[config.mk]
export PLATFORM = sky130hd
export DESIGN_NAME = wb_csr_bridge
export DESIGN_NICKNAME = d
export VERILOG_FILES = /design/src/rtl/wb_csr_bridge.sv
export SDC_FILE = /design/constraint.sdc
export NUM_CORES = 1
export LEC_CHECK = 0
export ABC_AREA = 1
export CAP_MARGIN = 20
export CORE_MARGIN = 4
export CORE_UTILIZATION = 38
export DETAILED_ROUTE_END_ITERATION = 10
export PLACE_DENSITY = 0.77
export SLEW_MARGIN = 40
export SYNTH_ARGS = -nofsm -noshare
export SYNTH_HDL_FRONTEND = slang
export SYNTH_SLANG_ARGS = --single-unit
[constraint.sdc]
create_clock -name sys_clk -period 1.2 [get_ports sys_clk]
set_input_delay 0.3 -clock sys_clk [delete_from_list [all_inputs] [get_ports sys_clk]]
set_output_delay 0.3 -clock sys_clk [all_outputs]
set_load 0.02 [all_outputs]
[src/rtl/wb_csr_bridge.sv]
// Wishbone-classic slave to CSR-master bridge: one CSR issue per bus cycle, fixed
// read latency, one-cycle ack. A single transaction is in flight at a time.
module wb_csr_bridge #(
  parameter int unsigned READ_LAT = 2
) (
  input  logic        sys_clk,
  input  logic        sys_rst_n,
  input  logic [16:0] wb_adr_i,
  input  logic [1:0]  wb_sel_i,
  input  logic        wb_we_i,
  input  logic [15:0] wb_dat_i,
  input  logic        wb_cyc_i,
  input  logic        wb_stb_i,
  output logic [15:0] wb_dat_o,
  output logic        wb_ack_o,
  output logic [16:0] csr_adr_o,
  output logic [1:0]  csr_sel_o,
  output logic        csr_we_o,
  output logic [15:0] csr_dat_o,
  input  logic [15:0] csr_dat_i
);

  typedef enum logic [1:0] {
    ST_IDLE  = 2'd0,
    ST_ISSUE = 2'd1,
    ST_WAIT  = 2'd2,
    ST_ACK   = 2'd3
  } state_t;

  localparam logic [2:0] CNT_LOAD = 3'(READ_LAT - 1);

  state_t      state_r;
  logic [2:0]  cnt_r;
  logic [15:0] wb_dat_r;
  logic [16:0] csr_adr_r;
  logic [1:0]  csr_sel_r;
  logic        csr_we_r;
  logic [15:0] csr_dat_r;
  logic        wb_req_s;

  assign wb_req_s  = wb_cyc_i & wb_stb_i;
  // Ack is the only input-to-output gate: it drops as soon as the master abandons the cycle.
  assign wb_ack_o  = (state_r == ST_ACK) & wb_req_s;
  assign wb_dat_o  = wb_dat_r;
  assign csr_adr_o = csr_adr_r;
  assign csr_sel_o = csr_sel_r;
  assign csr_we_o  = csr_we_r;
  assign csr_dat_o = csr_dat_r;

  // Transaction FSM: capture request, issue for one cycle, wait out read latency, ack.
  always_ff @(posedge sys_clk or negedge sys_rst_n) begin
    if (!sys_rst_n) begin
      state_r   <= ST_IDLE;
      cnt_r     <= 3'd0;
      wb_dat_r  <= 16'h0000;
      csr_adr_r <= 17'h0_0000;
      csr_sel_r <= 2'b00;
      csr_we_r  <= 1'b0;
      csr_dat_r <= 16'h0000;
    end else begin
      case (state_r)
        ST_IDLE: begin
          if (wb_req_s) begin
            csr_adr_r <= wb_adr_i;
            csr_sel_r <= wb_sel_i;
            csr_we_r  <= wb_we_i;
            csr_dat_r <= wb_dat_i;
            state_r   <= ST_ISSUE;
          end else begin
            state_r   <= ST_IDLE;
          end
        end
        ST_ISSUE: begin
          csr_sel_r <= 2'b00;
          csr_we_r  <= 1'b0;
          if (csr_we_r) begin
            state_r <= ST_ACK;
          end else begin
            cnt_r   <= CNT_LOAD;
            state_r <= ST_WAIT;
          end
        end
        ST_WAIT: begin
          if (cnt_r != 3'd0) begin
            cnt_r   <= cnt_r - 3'd1;
          end else begin
            wb_dat_r <= csr_dat_i;
            state_r  <= ST_ACK;
          end
        end
        ST_ACK: begin
          // A strobe still high here belongs to the finishing cycle, not a new request.
          state_r <= ST_IDLE;
        end
        default: begin
          state_r   <= ST_IDLE;
          csr_sel_r <= 2'b00;
          csr_we_r  <= 1'b0;
        end
      endcase
    end
  end

endmodule

### Yosys cells after proc, flatten, opt, wreduce, memory -nomap -nowiden

Cells that the tools add are included.

| operators by class | value |
|---|---|
| $add $sub $neg | 1 |
| multipliers | 0 |
| div/mod/pow operators | 0 |
| $lt $le $gt $ge | 0 |
| equality and inequality tests | 7 |
| shift operators | 0 |
| multiplexer cells | 11 |
| bitwise gates (word level) | 3 |
| reduce and logical (&&, ||, !) cells | 8 |

Operators by type and width:

| operator | count |
|---|---|
| inequality test 2 bit (second input constant) | 4 |
| one-hot mux 2 bit (4 select lines) | 1 |
| 2-to-1 mux 3 bit | 2 |
| one-hot mux 3 bit (2 select lines) | 1 |
| AND reduction 2 bit | 3 |
| equality test 2 bit (second input constant) | 2 |
| 2-to-1 mux 2 bit | 2 |
| one-hot mux 2 bit (2 select lines) | 1 |
| nonzero test 2 bit | 2 |
| 2-to-1 mux 1 bit | 3 |
| AND reduction 3 bit | 1 |
| nonzero test 3 bit | 1 |
| subtractor 3 x 1 -> 3 bit (second input constant) | 1 |
| AND 1 bit | 2 |
| equality test 2 x 1 -> 1 bit (second input constant) | 1 |
| logical NOT 2 bit | 1 |
| one-hot mux 1 bit (2 select lines) | 1 |
| NOT 1 bit | 1 |

| word-level totals | value |
|---|---|
| bits in registers | 57 |
| latch bits | 0 |
| memory bits (writable) | 0 |
| bits in read-only memories | 0 |
| bits of input ports | 56 |
| output and inout port bits | 53 |
| word-level logic and storage cells | 37 |
| memories kept | 0 |

### Longest topological paths before layout

Gate-level depths: netlist of run 1.

| logic depth | value |
|---|---|
| word-level depth | 3 |
| mapped depth | 8 |
| depth with buffers taken out | 7 |

### Worst setup path before layout of run 1

Ideal clock, no wire load.

| timing | value |
|---|---|
| path kind | reg-to-reg |
| start point | register state_r[0] |
| end point | register csr_adr_r[0] (netlist: csr_adr_o[0]) |
| setup time | 0.117 ns |
| data arrival time | 1.170 ns |
| required time | 1.083 ns |
| slack | -0.087 ns |
| cell stages (with the launch flop) | 9 |
| buffers on the path | 1 |
| period minus slack after synthesis | 1.287 ns |
| cells stage by stage | dfrtp_1 > inv_1 > ha_1 > inv_2 > nor2_8 > inv_4 > buf_6 > nand2_1 > nand2_1 |

| between the ends | value |
|---|---|
| word-level cells in the longest chain between the ends | 2 |

RTL lines:

| what | RTL line | text |
|---|---|---|
| start: declaration | 32 | `state_t state_r;` |
| start signal: assignment | 53 | `state_r <= ST_IDLE;` |
| start signal: assignment | 68 | `state_r <= ST_ISSUE;` |
| start signal: assignment | 70 | `state_r <= ST_IDLE;` |
| logical NOT 2 bit | 61 | `case (state_r)` |
| AND reduction 2 bit (no line) | -- |  |
| end signal: assignment | 64 | `csr_adr_r <= wb_adr_i;` |
| end: declaration | 35 | `logic [16:0] csr_adr_r;` |

No other way between the ends.
A chain may end at the register's enable or synchronous reset.

### Worst setup path after layout of run 1

| timing | value |
|---|---|
| start point | register state_r[0] |
| end point | register wb_dat_r[1] (netlist: wb_dat_o[1]) |

| between the ends | value |
|---|---|
| word-level cells in the longest chain between the ends | 2 |

RTL lines:

| what | RTL line | text |
|---|---|---|
| equality test 2 bit | 61 |  |
| AND reduction 2 bit (no line) | -- |  |
| end signal: assignment | 87 | `wb_dat_r <= csr_dat_i;` |
| end: declaration | 34 | `logic [15:0] wb_dat_r;` |

No other way between the ends.

==> flow_metrics.env, run 1 <==
export IMPL_finalNonFillerCells=512
export IMPL_fmax_mhz=692
export IMPL_place_inst=467
export IMPL_ys_warn_count=0
export IMPL_fin_ws_ns=-0.246
export IMPL_critical_path_required_ns=1.41
export IMPL_top_layer_used="met4"
export IMPL_ys_async_sr_fraction=1.00
export IMPL_leakage_nw=2.28
export IMPL_final_layout_size_suffix_gt1_frac=0.300
export IMPL_ys_seq_elements=57
export IMPL_ys_flop_type="dfrtp_1"
export IMPL_switchingPower_mw=4.29
export IMPL_netlist_top_cells_area="dfrtp_1 58%, nand2_1 21%, inv_1 4.1%"
export IMPL_hold_path_depth=2
export IMPL_cts_sinks=57
export IMPL_fin_skew_ns=0.00439
export IMPL_hpwl_um=4450
export IMPL_first_global_vias=2151
export IMPL_drv_cap=0
export IMPL_setup_violations=57
export IMPL_crit_path_max_fanout=8
export IMPL_root_buffer="clkbuf_8"
export IMPL_core_mm2=0.00610
export IMPL_clk_path_buf_depth=2
export IMPL_cts_clk_slew_worst_paths_ns=0.06
export IMPL_maxSlewHeadroom=0.799
export IMPL_yosys_area_top_type="dfrtp_1"
export IMPL_power_frac_comb=0.557
export IMPL_hold_violations=0
export IMPL_grt_antenna_before_repair=0
export IMPL_swShare=0.389
export IMPL_drt_vias_per_instance=4.49
export IMPL_cpMaxStageDelayCell="dfrtp_1"
export IMPL_synthXorXnorAreaFrac=0
export IMPL_gp_congestion=0.763
export IMPL_nets=497
export IMPL_grt_max_degree=58
export IMPL_rows=28
export IMPL_r2r_cells=8
export IMPL_numCtsBuffers=9
export IMPL_power_density_mw_per_mm2=2570
export IMPL_htreeDepth=3
export IMPL_synth_cells=276
export IMPL_synth_common_cells="138 x nand2_1, 57 x dfrtp_1, 27 x inv_1, 16 x o21ai_0, 11 x nand3_1"
export IMPL_pwr_share_seq=0.308
export IMPL_hold_path_class="reg2reg"
export IMPL_place_area_mm2=0.00371
export IMPL_min_period_ns=1.45
export IMPL_synth_top_area_frac=0.583
export IMPL_grt_ovfl_total=0
export IMPL_synth_most_common_cell="nand2_1"
export IMPL_tightest_slew_ns=0.301
export IMPL_seq_area_frac_synth=0.583
export IMPL_wl_met2_um=3610
export IMPL_cp_end_kind="flop"
export IMPL_synth_top_family_by_area="simple AND/OR/NAND/NOR gates"
export IMPL_synthesis_nets=340
export IMPL_synthSimpleGateAreaFrac=0.258
export IMPL_initialDrtViolationCount=84
export IMPL_synth_compound_area_frac=0.0368
export IMPL_dieHeight_um=88.3
export IMPL_synth_edf_count=0
export IMPL_internal_power_mw=6.73
export IMPL_finalMaxSlewViolations=0
export IMPL_startpoint_type="flop"
export IMPL_io_pins=109
export IMPL_failed_checks="negative setup slack"
export IMPL_route_detailed_drc=0
export IMPL_wl_per_cell_um=13.7
export IMPL_vdd_drop_max_mv=1.51
export IMPL_drt_wl_total_um=7000
export IMPL_ant_nets=0
export IMPL_n_antenna_cell=0
export IMPL_synth_mux_area_frac=0
export IMPL_synth_cell_types=17
export IMPL_p_clk_frac=0.134
export IMPL_fin_area_mm2=0.00429
export IMPL_synth_area_per_cell_um2=8.87
export IMPL_synth_adder_area_share=0.0409
export IMPL_grt_use_total=0.171
export IMPL_grt_pass1_wl_um=10200
export IMPL_syn_cell_area_mm2=0.00245
export IMPL_rsz0062_at_grt="yes"
export IMPL_crit_path_max_incr_delay_ns=0.39
export IMPL_crit_chain="buf_4, inv_4, ha_4, nand3_4, buf_12, buf_16, nand2_1, o21ai_1"
export IMPL_fill_cells=491
export IMPL_die_area_mm2=0.00779
export IMPL_area_growth_pct=75.1
export IMPL_wl_met1_um=2830
export IMPL_clk_latency_ns=0.33
export IMPL_port_buffers=108
export IMPL_dieWidth_um=88.3
export IMPL_criticalPathCategory="reg2reg"
export IMPL_outcome="finished with violations"
export IMPL_critPathArrivalTime_ns=1.66
export IMPL_wl_met3_um=437
export IMPL_fin_crit_sh=1.20
export IMPL_start_util=0.402
export IMPL_vias=2297
export IMPL_cts_tree="yes"
export IMPL_dr_pass1_iters=4
-- power by group through the flow --
stage          logic (mW)  registers (mW)  clock network (mW)
2_1_floorplan        1.63            4.30                   0
3_3_place_gp         5.04            3.26                   0
3_5_place_dp         5.17            3.31                   0
4_1_cts              4.91            3.25                1.53
5_1_grt              6.62            3.50                1.64
6_report             6.14            3.40                1.48
-- worst max-delay path: cells and delay by family, from the launching register on --
kind            cells  cell delay (ns)
buf+inv             4             0.52
flops               1             0.39
fa+ha+maj           1             0.15
simple gates        2             0.18
compound gates      1             0.07
-- final timing paths --
check | start | slack, ns | endpoint
worst min register to register | csr_dat_o[7] | 0.47 | csr_dat_o[7]
worst max-delay path | state_r[0] | -0.25 | wb_dat_o[1]
max in group asynchronous | sys_rst_n | 0.45 | csr_dat_o[12]
min in group asynchronous | sys_rst_n | 0.50 | wb_dat_o[15]
worst min-delay path | csr_dat_o[7] | 0.47 | csr_dat_o[7]
worst max register to register | state_r[0] | -0.25 | wb_dat_o[1]
-- logic make-up (layout without fill, tap and decap cells) --
| kind of cell | Yosys count | after routing |
|---|---|---|
| fa+ha+maj | 8 | 8 |
| simple gates | 155 | 155 |
| compound gates | 18 | 18 |
| buf+inv | 38 | 199 |
| flops | 57 | 57 |
-- layout make-up --
class                      count  area (um2)  area share
tap                           75        93.8      0.0219
clock inverter                 4        20.0     0.00467
clock buffer                  11         141      0.0330
sequential                    57        1430       0.333
inverter                      29         129      0.0301
timing repair buffer         153        1590       0.372
timing repair inverter         2        17.5     0.00409
multi-input combinational    181         866       0.202
-- state kept, by name (all words and copies together) (netlist names) --
| signal | count |
|---|---|
| csr_we_o | 1 |
| csr_adr_o | 17 |
| cnt_r | 3 |
| wb_dat_o | 16 |
| csr_sel_o | 2 |
| state_r | 2 |
| csr_dat_o | 16 |
-- layer usage --
metal	up-vias	global-route usage
met5	-	0
met2	63	0.290
li1	1158	-
met4	0	0.0577
met3	12	0.0531
met1	1064	0.206
-- cells in the final DEF (no fill, tap or decap) --
cell / netlist / final
clkbuf_16: 0 / 2
clkdlybuf4s50_1: 0 / 54
o21ai_0: 16 / 6
nor2_2: 0 / 1
nand3_1: 11 / 11
nand2_2: 1 / 3
buf_8: 0 / 1
o21ai_1: 1 / 10
clkbuf_8: 0 / 10
nand2_1: 138 / 136
ha_2: 0 / 2
ha_4: 0 / 2
nand3_4: 1 / 1
o21ai_2: 0 / 1
buf_16: 0 / 2
buf_4: 3 / 38
dlygate4sd3_1: 0 / 1
a21oi_2: 0 / 1
buf_12: 0 / 6
inv_4: 1 / 3
ha_1: 8 / 4
inv_2: 1 / 1
clkinv_2: 0 / 4
clkinv_8: 0 / 1
nand4_1: 1 / 1
nor2_8: 1 / 1
bufbuf_16: 0 / 1
inv_6: 0 / 2
inv_1: 27 / 24
nor2_1: 2 / 1
buf_6: 6 / 39
buf_2: 0 / 9
clkbuf_1: 0 / 1
dfrtp_1: 57 / 57
-- per-stage QoR --
step	hold WS [ns]	setup TNS, ns	power [mW]	util	setup WS [ns]
after detailed placement	0.327	-19.74	8.48	0.609	-0.616
after global placement	0.323	-18.16	8.30	0.609	-0.617
after floorplan	0.00441	-0.969	5.94	-	-0.0354
after global routing	0.483	-14.12	11.8	0.703	-0.318
final	0.467	-9.76	11.0	0.703	-0.246
after CTS	0.469	-8.35	9.69	0.620	-0.237
-- what timing repair did --
item / in CTS / in global routing
resized for setup: 232 / 93
pin swaps: 3 / 2
endpoints found under the setup margin: 110 / 102
setup buffers: 3 / 19
hold buffers: 1 / 0
hold endpoints to repair: 57 / 0
gates cloned: 3 / 4
Power figures use the tool's default switching activity.
==> run 2, diff against run 1 <==
--- a/config.mk
+++ b/config.mk
@@ -8,9 +8,10 @@
 export ABC_AREA = 1
 export CAP_MARGIN = 20
 export CORE_MARGIN = 4
-export CORE_UTILIZATION = 38
+export CORE_UTILIZATION = 45
 export DETAILED_ROUTE_END_ITERATION = 10
-export PLACE_DENSITY = 0.77
+export PLACE_DENSITY = 0.85
+export SETUP_SLACK_MARGIN = 0.1
 export SLEW_MARGIN = 40
 export SYNTH_ARGS = -nofsm -noshare
 export SYNTH_HDL_FRONTEND = slang
==> constraint.sdc (replaced) <==
create_clock -name sys_clk -period 1.8 [get_ports sys_clk]
set_input_delay 0.45 -clock sys_clk [delete_from_list [all_inputs] [get_ports sys_clk]]
set_output_delay 0.45 -clock sys_clk [all_outputs]
set_load 0.02 [all_outputs]
==> run 2 against run 1 <==
  * The run now ends clean
  * First-iteration DRC count grew 15%
  * Clock skew grew 0.0033 ns
  * Combinational power shrank 53%
  * Critical path type is now in2out
  * Wire length shrank 12%
  * Clock-buffer cell count grew 2
  * Via count shrank 6.8%
  * Highest routed layer unchanged
==> flow_metrics.env, run 2 (same netlist as run 1, synthesis figures left out) <==
export IMPL_outcome="completed"
export IMPL_cts_tree="yes"
export IMPL_vdd_drop_max_mv=1.12
export IMPL_fin_skew_ns=0.00766
export IMPL_area_growth_pct=52.4
export IMPL_maxSlewHeadroom=0.705
export IMPL_dr_pass1_iters=4
export IMPL_initialDrtViolationCount=97
export IMPL_critical_path_required_ns=1.35
export IMPL_cp_startpoint="wb_cyc_i"
export IMPL_n_antenna_cell=0
export IMPL_htreeDepth=3
export IMPL_final_cell_mix="138 x nand2_1, 57 x dfrtp_1, 53 x clkdlybuf4s50_1, 52 x dlygate4sd2_1, 27 x inv_1"
export IMPL_setup_violations=0
export IMPL_power_density_mw_per_mm2=1630
export IMPL_final_common_cell="nand2_1"
export IMPL_drt_vias_per_instance=4.57
export IMPL_core_mm2=0.00520
export IMPL_nets=458
export IMPL_root_buffer="clkbuf_8"
export IMPL_grt_use_total=0.188
export IMPL_largest_register_ffs=17
export IMPL_min_period_ns=1.67
export IMPL_wl_per_cell_um=13.1
export IMPL_drv_cap=0
export IMPL_grt_antenna_before_repair=0
export IMPL_cpMaxStageDelayCell="clkdlybuf4s50_1"
export IMPL_io_pins=109
export IMPL_grt_max_degree=37
export IMPL_clk_latency_ns=0.32
export IMPL_route_detailed_drc=0
export IMPL_cts_clk_slew_worst_paths_ns=0.06
export IMPL_rows=26
export IMPL_leakage_nw=2.06
export IMPL_die_area_mm2=0.00669
export IMPL_numCtsBuffers=9
export IMPL_crit_path_max_fanout=2
export IMPL_hold_violations=0
export IMPL_final_layout_size_suffix_gt1_frac=0.0777
export IMPL_path_buf_inv=2
export IMPL_fin_crit_sh=0.926
export IMPL_fin_setup_tns_ns=0
export IMPL_gp_congestion=0.719
export IMPL_place_inst=452
export IMPL_crit_path_max_incr_delay_ns=0.47
export IMPL_postCtsSetupBuffers=0
export IMPL_hpwl_um=4530
export IMPL_rsz0062_at_grt="no"
export IMPL_ant_nets=0
export IMPL_start_util=0.470
export IMPL_first_global_vias=2037
export IMPL_fin_ws_ns=0.132
export IMPL_vias=2141
export IMPL_place_ws_ns=-0.386
export IMPL_finalMaxSlewViolations=0
export IMPL_clk_path_buf_depth=2
export IMPL_cts_sinks=57
export IMPL_cp_end_kind="primary output"
export IMPL_drt_wl_total_um=6160
export IMPL_register_area_mm2=0.00143
export IMPL_grt_ovfl_total=0
export IMPL_multiInputGateArea_um2=843
export IMPL_tightest_slew_ns=0.443
export IMPL_criticalPathCategory="in2out"
export IMPL_cp_top_family="buffers and inverters"
export IMPL_fill_cells=437
export IMPL_timing_hold_ws_ns=0.0642
export IMPL_grt_pass1_wl_um=9470
export IMPL_regToRegStartpoint="state_r[0]"
export IMPL_port_buffers=108
export IMPL_startpoint_type="primary input"
export IMPL_critPathArrivalTime_ns=1.22
export IMPL_hold_path_class="in2async"
export IMPL_dieWidth_um=81.8
export IMPL_dieHeight_um=81.8
export IMPL_fmax_mhz=600
export IMPL_finalNonFillerCells=469
export IMPL_crit_chain="clkdlybuf4s50_1, nand2_2, nor2_2, buf_4"
-- run 2: report_power, final --
part | internal, mW | switching [mW] | total (mW)
Combinational | 1.08 | 1.78 | 2.86
Clock | 0.568 | 0.473 | 1.04
Sequential | 1.88 | 0.292 | 2.17
Total | 3.53 | 2.55 | 6.07
-- run 2: what timing repair did --
action                                  CTS  global route
cloned                                    0             1
resized for setup                        56             5
endpoints found under the setup margin   53            15
pin swaps                                 0             1
hold buffers                              0             0
-- run 2: layout make-up --
| cell class | instances | area share |
|---|---|---|
| sequential | 57 | 0.382 |
| timing repair buffer | 115 | 0.292 |
| multi-input combinational | 182 | 0.226 |
| clock buffer | 13 | 0.0426 |
| inverter | 29 | 0.0298 |
| tap | 70 | 0.0235 |
| clock inverter | 3 | 0.00402 |
-- run 2: worst paths after layout --
| path | depth (start not counted) | slack (ns) | end |
|---|---|---|---|
| max | 4 | 0.13 | wb_ack_o |
| min | 1 | 0.06 | state_r[0] |
| max reg2reg | 5 | 0.29 | wb_dat_o[1] |
| min reg2reg | 2 | 0.47 | csr_adr_o[16] |
| max in group asynchronous | 2 | 1.22 | csr_adr_o[13] |
| min in group sys_clk | 2 | 0.47 | csr_adr_o[16] |
-- run 2: per-layer routing --
| metal | GRT usage | part of all wire | up-vias |
|---|---|---|---|
| met4 | 0.101 | 0.027 | 0 |
| met3 | 0.0439 | 0.055 | 16 |
| met1 | 0.222 | 0.41 | 979 |
| li1 | - | - | 1073 |
| met5 | 0 | 0 | - |
| met2 | 0.317 | 0.51 | 73 |
-- run 2: worst reg2reg max path: stages (launching register included) --
cell and delay [ns]:
dfrtp_1 0.38, buf_4 0.15, inv_1 0.10, ha_2 0.31, nand3_4 0.22, o21ai_0 0.26
-- run 2: stage by stage --
step | util | power [mW] | cell area (um2)
after CTS | 0.712 | 6.08 | 3700
after global routing | 0.717 | 6.53 | 3730
after floorplan | - | 3.92 | 2450
after detailed placement | 0.692 | 5.43 | 3600
after global placement | 0.692 | 5.29 | 3600
final | 0.717 | 6.07 | 3730
==> run 3, diff against run 2 <==
--- a/config.mk
+++ b/config.mk
@@ -10,6 +10,7 @@
 export CORE_MARGIN = 4
 export CORE_UTILIZATION = 45
 export DETAILED_ROUTE_END_ITERATION = 10
+export MAX_ROUTING_LAYER = met4
 export PLACE_DENSITY = 0.85
 export SETUP_SLACK_MARGIN = 0.1
 export SLEW_MARGIN = 40
==> run 3 against run 2 <==
  * First-iteration DRC count is 7.2% higher
  * Combinational power barely moved
  * Setup slack is essentially flat
  * Sequential power is essentially flat
  * Via count is essentially flat
  * Hold slack improved by 0.00057 ns
  * Critical path type unchanged
  * Clock-buffer cell count unchanged
  * Global-route usage is 0.57 points higher
  * Clock skew barely moved
==> flow_metrics.env, run 3 (same netlist as run 1, synthesis figures left out) <==
export IMPL_r2r_cells=5
export IMPL_setup_violations=0
export IMPL_ctsHoldBuffers=0
export IMPL_ant_nets=0
export IMPL_hpwl_um=4530
export IMPL_start_util=0.470
export IMPL_area_growth_pct=52.4
export IMPL_place_inst=452
export IMPL_wl_per_cell_um=13.1
export IMPL_root_buffer="clkbuf_8"
export IMPL_first_global_vias=2036
export IMPL_dieWidth_um=81.8
export IMPL_tightest_slew_ns=0.443
export IMPL_dieHeight_um=81.8
export IMPL_final_common_cell="nand2_1"
export IMPL_initialDrtViolationCount=104
export IMPL_critical_path_required_ns=1.35
export IMPL_dr_pass1_iters=4
export IMPL_drt_vias_per_instance=4.56
export IMPL_grt_ovfl_total=0
export IMPL_min_period_ns=1.67
export IMPL_power_mw=6.07
export IMPL_criticalPathCategory="in2out"
export IMPL_fin_crit_sh=0.926
export IMPL_drv_cap=0
export IMPL_n_antenna_cell=0
export IMPL_worstReg2RegEnd="wb_dat_o[1]"
export IMPL_grt_pass1_wl_um=9470
export IMPL_nets=458
export IMPL_maxSlewHeadroom=0.705
export IMPL_rows=26
export IMPL_vias=2139
export IMPL_die_area_mm2=0.00669
export IMPL_route_detailed_drc=0
export IMPL_largest_register_ffs=17
export IMPL_numCtsBuffers=9
export IMPL_core_mm2=0.00520
export IMPL_regToRegStartpoint="state_r[0]"
export IMPL_fin_ws_ns=0.132
export IMPL_io_pins=109
export IMPL_htreeDepth=3
export IMPL_critPathArrivalTime_ns=1.22
export IMPL_postCtsSetupBuffers=0
export IMPL_finalMaxSlewViolations=0
export IMPL_clk_latency_ns=0.32
export IMPL_cts_clk_slew_worst_paths_ns=0.06
export IMPL_hold_path_class="in2async"
export IMPL_fin_setup_tns_ns=0
export IMPL_place_ws_ns=-0.386
export IMPL_crit_path_max_fanout=2
export IMPL_cp_end_kind="primary output"
export IMPL_grt_antenna_before_repair=0
export IMPL_outcome="completed"
export IMPL_drt_wl_total_um=6160
export IMPL_port_buffers=108
export IMPL_gp_congestion=0.728
export IMPL_hold_violations=0
export IMPL_final_layout_size_suffix_gt1_frac=0.0777
export IMPL_final_cell_mix="138 x nand2_1, 57 x dfrtp_1, 53 x clkdlybuf4s50_1, 52 x dlygate4sd2_1, 27 x inv_1"
export IMPL_finalNonFillerCells=469
export IMPL_rrSetupSlack_ns=0.29
export IMPL_fmax_mhz=600
export IMPL_grt_use_total=0.194
export IMPL_grt_max_degree=37
export IMPL_leakage_nw=2.06
export IMPL_cts_tree="yes"
export IMPL_clk_path_buf_depth=2
export IMPL_fin_skew_ns=0.00768
export IMPL_rsz0062_at_grt="no"
export IMPL_startpoint_type="primary input"
export IMPL_cts_sinks=57
export IMPL_vdd_drop_max_mv=1.11
export IMPL_power_density_mw_per_mm2=1630
[run 3: cell counts in the layout (fill, tap and decap cells not counted)]
No cell type changed its count.
[run 3: final cells by class]
type / count / area (um2)
Clock inverter: 3 / 15.0
Sequential cell: 57 / 1430
Inverter: 29 / 111
Clock buffer: 13 / 159
Tap cell: 70 / 87.6
Timing Repair Buffer: 115 / 1090
Fill cell: 437 / 1470
Multi-Input combinational cell: 182 / 843
[run 3: what timing repair did]
action                     CTS  global route
setup endpoints to repair   53            15
pin swaps                    0             1
cloned                       0             1
resized for setup           56             5
[run 3: worst max-delay path: stages]
cell and delay (ns):
clkdlybuf4s50_1 0.47, nand2_2 0.07, nor2_2 0.08, buf_4 0.14
[run 3: stage by stage]
stage	util	hold WS, ns	instance area [um2]
after detailed placement	0.692	0.421	3600
final	0.717	0.0647	3730
after floorplan	-	0.154	2450
after global routing	0.717	0.0811	3730
after CTS	0.712	0.0727	3700
after global placement	0.692	0.416	3600
[run 3: power by group]
group	switching, mW	leakage (nW)	internal (mW)
sequential	0.292	0.710	1.88
clock	0.475	0.0932	0.569
combinational	1.78	1.25	1.08
[run 3: worst max path at each step]
stage / start / slack, ns / endpoint / cells past startpoint
3_3_place_gp: wb_stb_i / -0.35 / wb_ack_o / 4
5_1_grt: wb_cyc_i / 0.08 / wb_ack_o / 4
6_report: wb_cyc_i / 0.13 / wb_ack_o / 4
3_5_place_dp: wb_stb_i / -0.39 / wb_ack_o / 4
4_1_cts: wb_stb_i / 0.06 / wb_ack_o / 4
2_1_floorplan: state_r[0] / 0.49 / wb_ack_o / 3
[run 3: routing by layer]
metal,vias to the layer above,share of wire,track usage
met5,-,0,-
met4,0,0.028,0.101
met3,15,0.056,0.0439
met2,73,0.50,0.317
met1,978,0.41,0.223
li1,1073,-,-
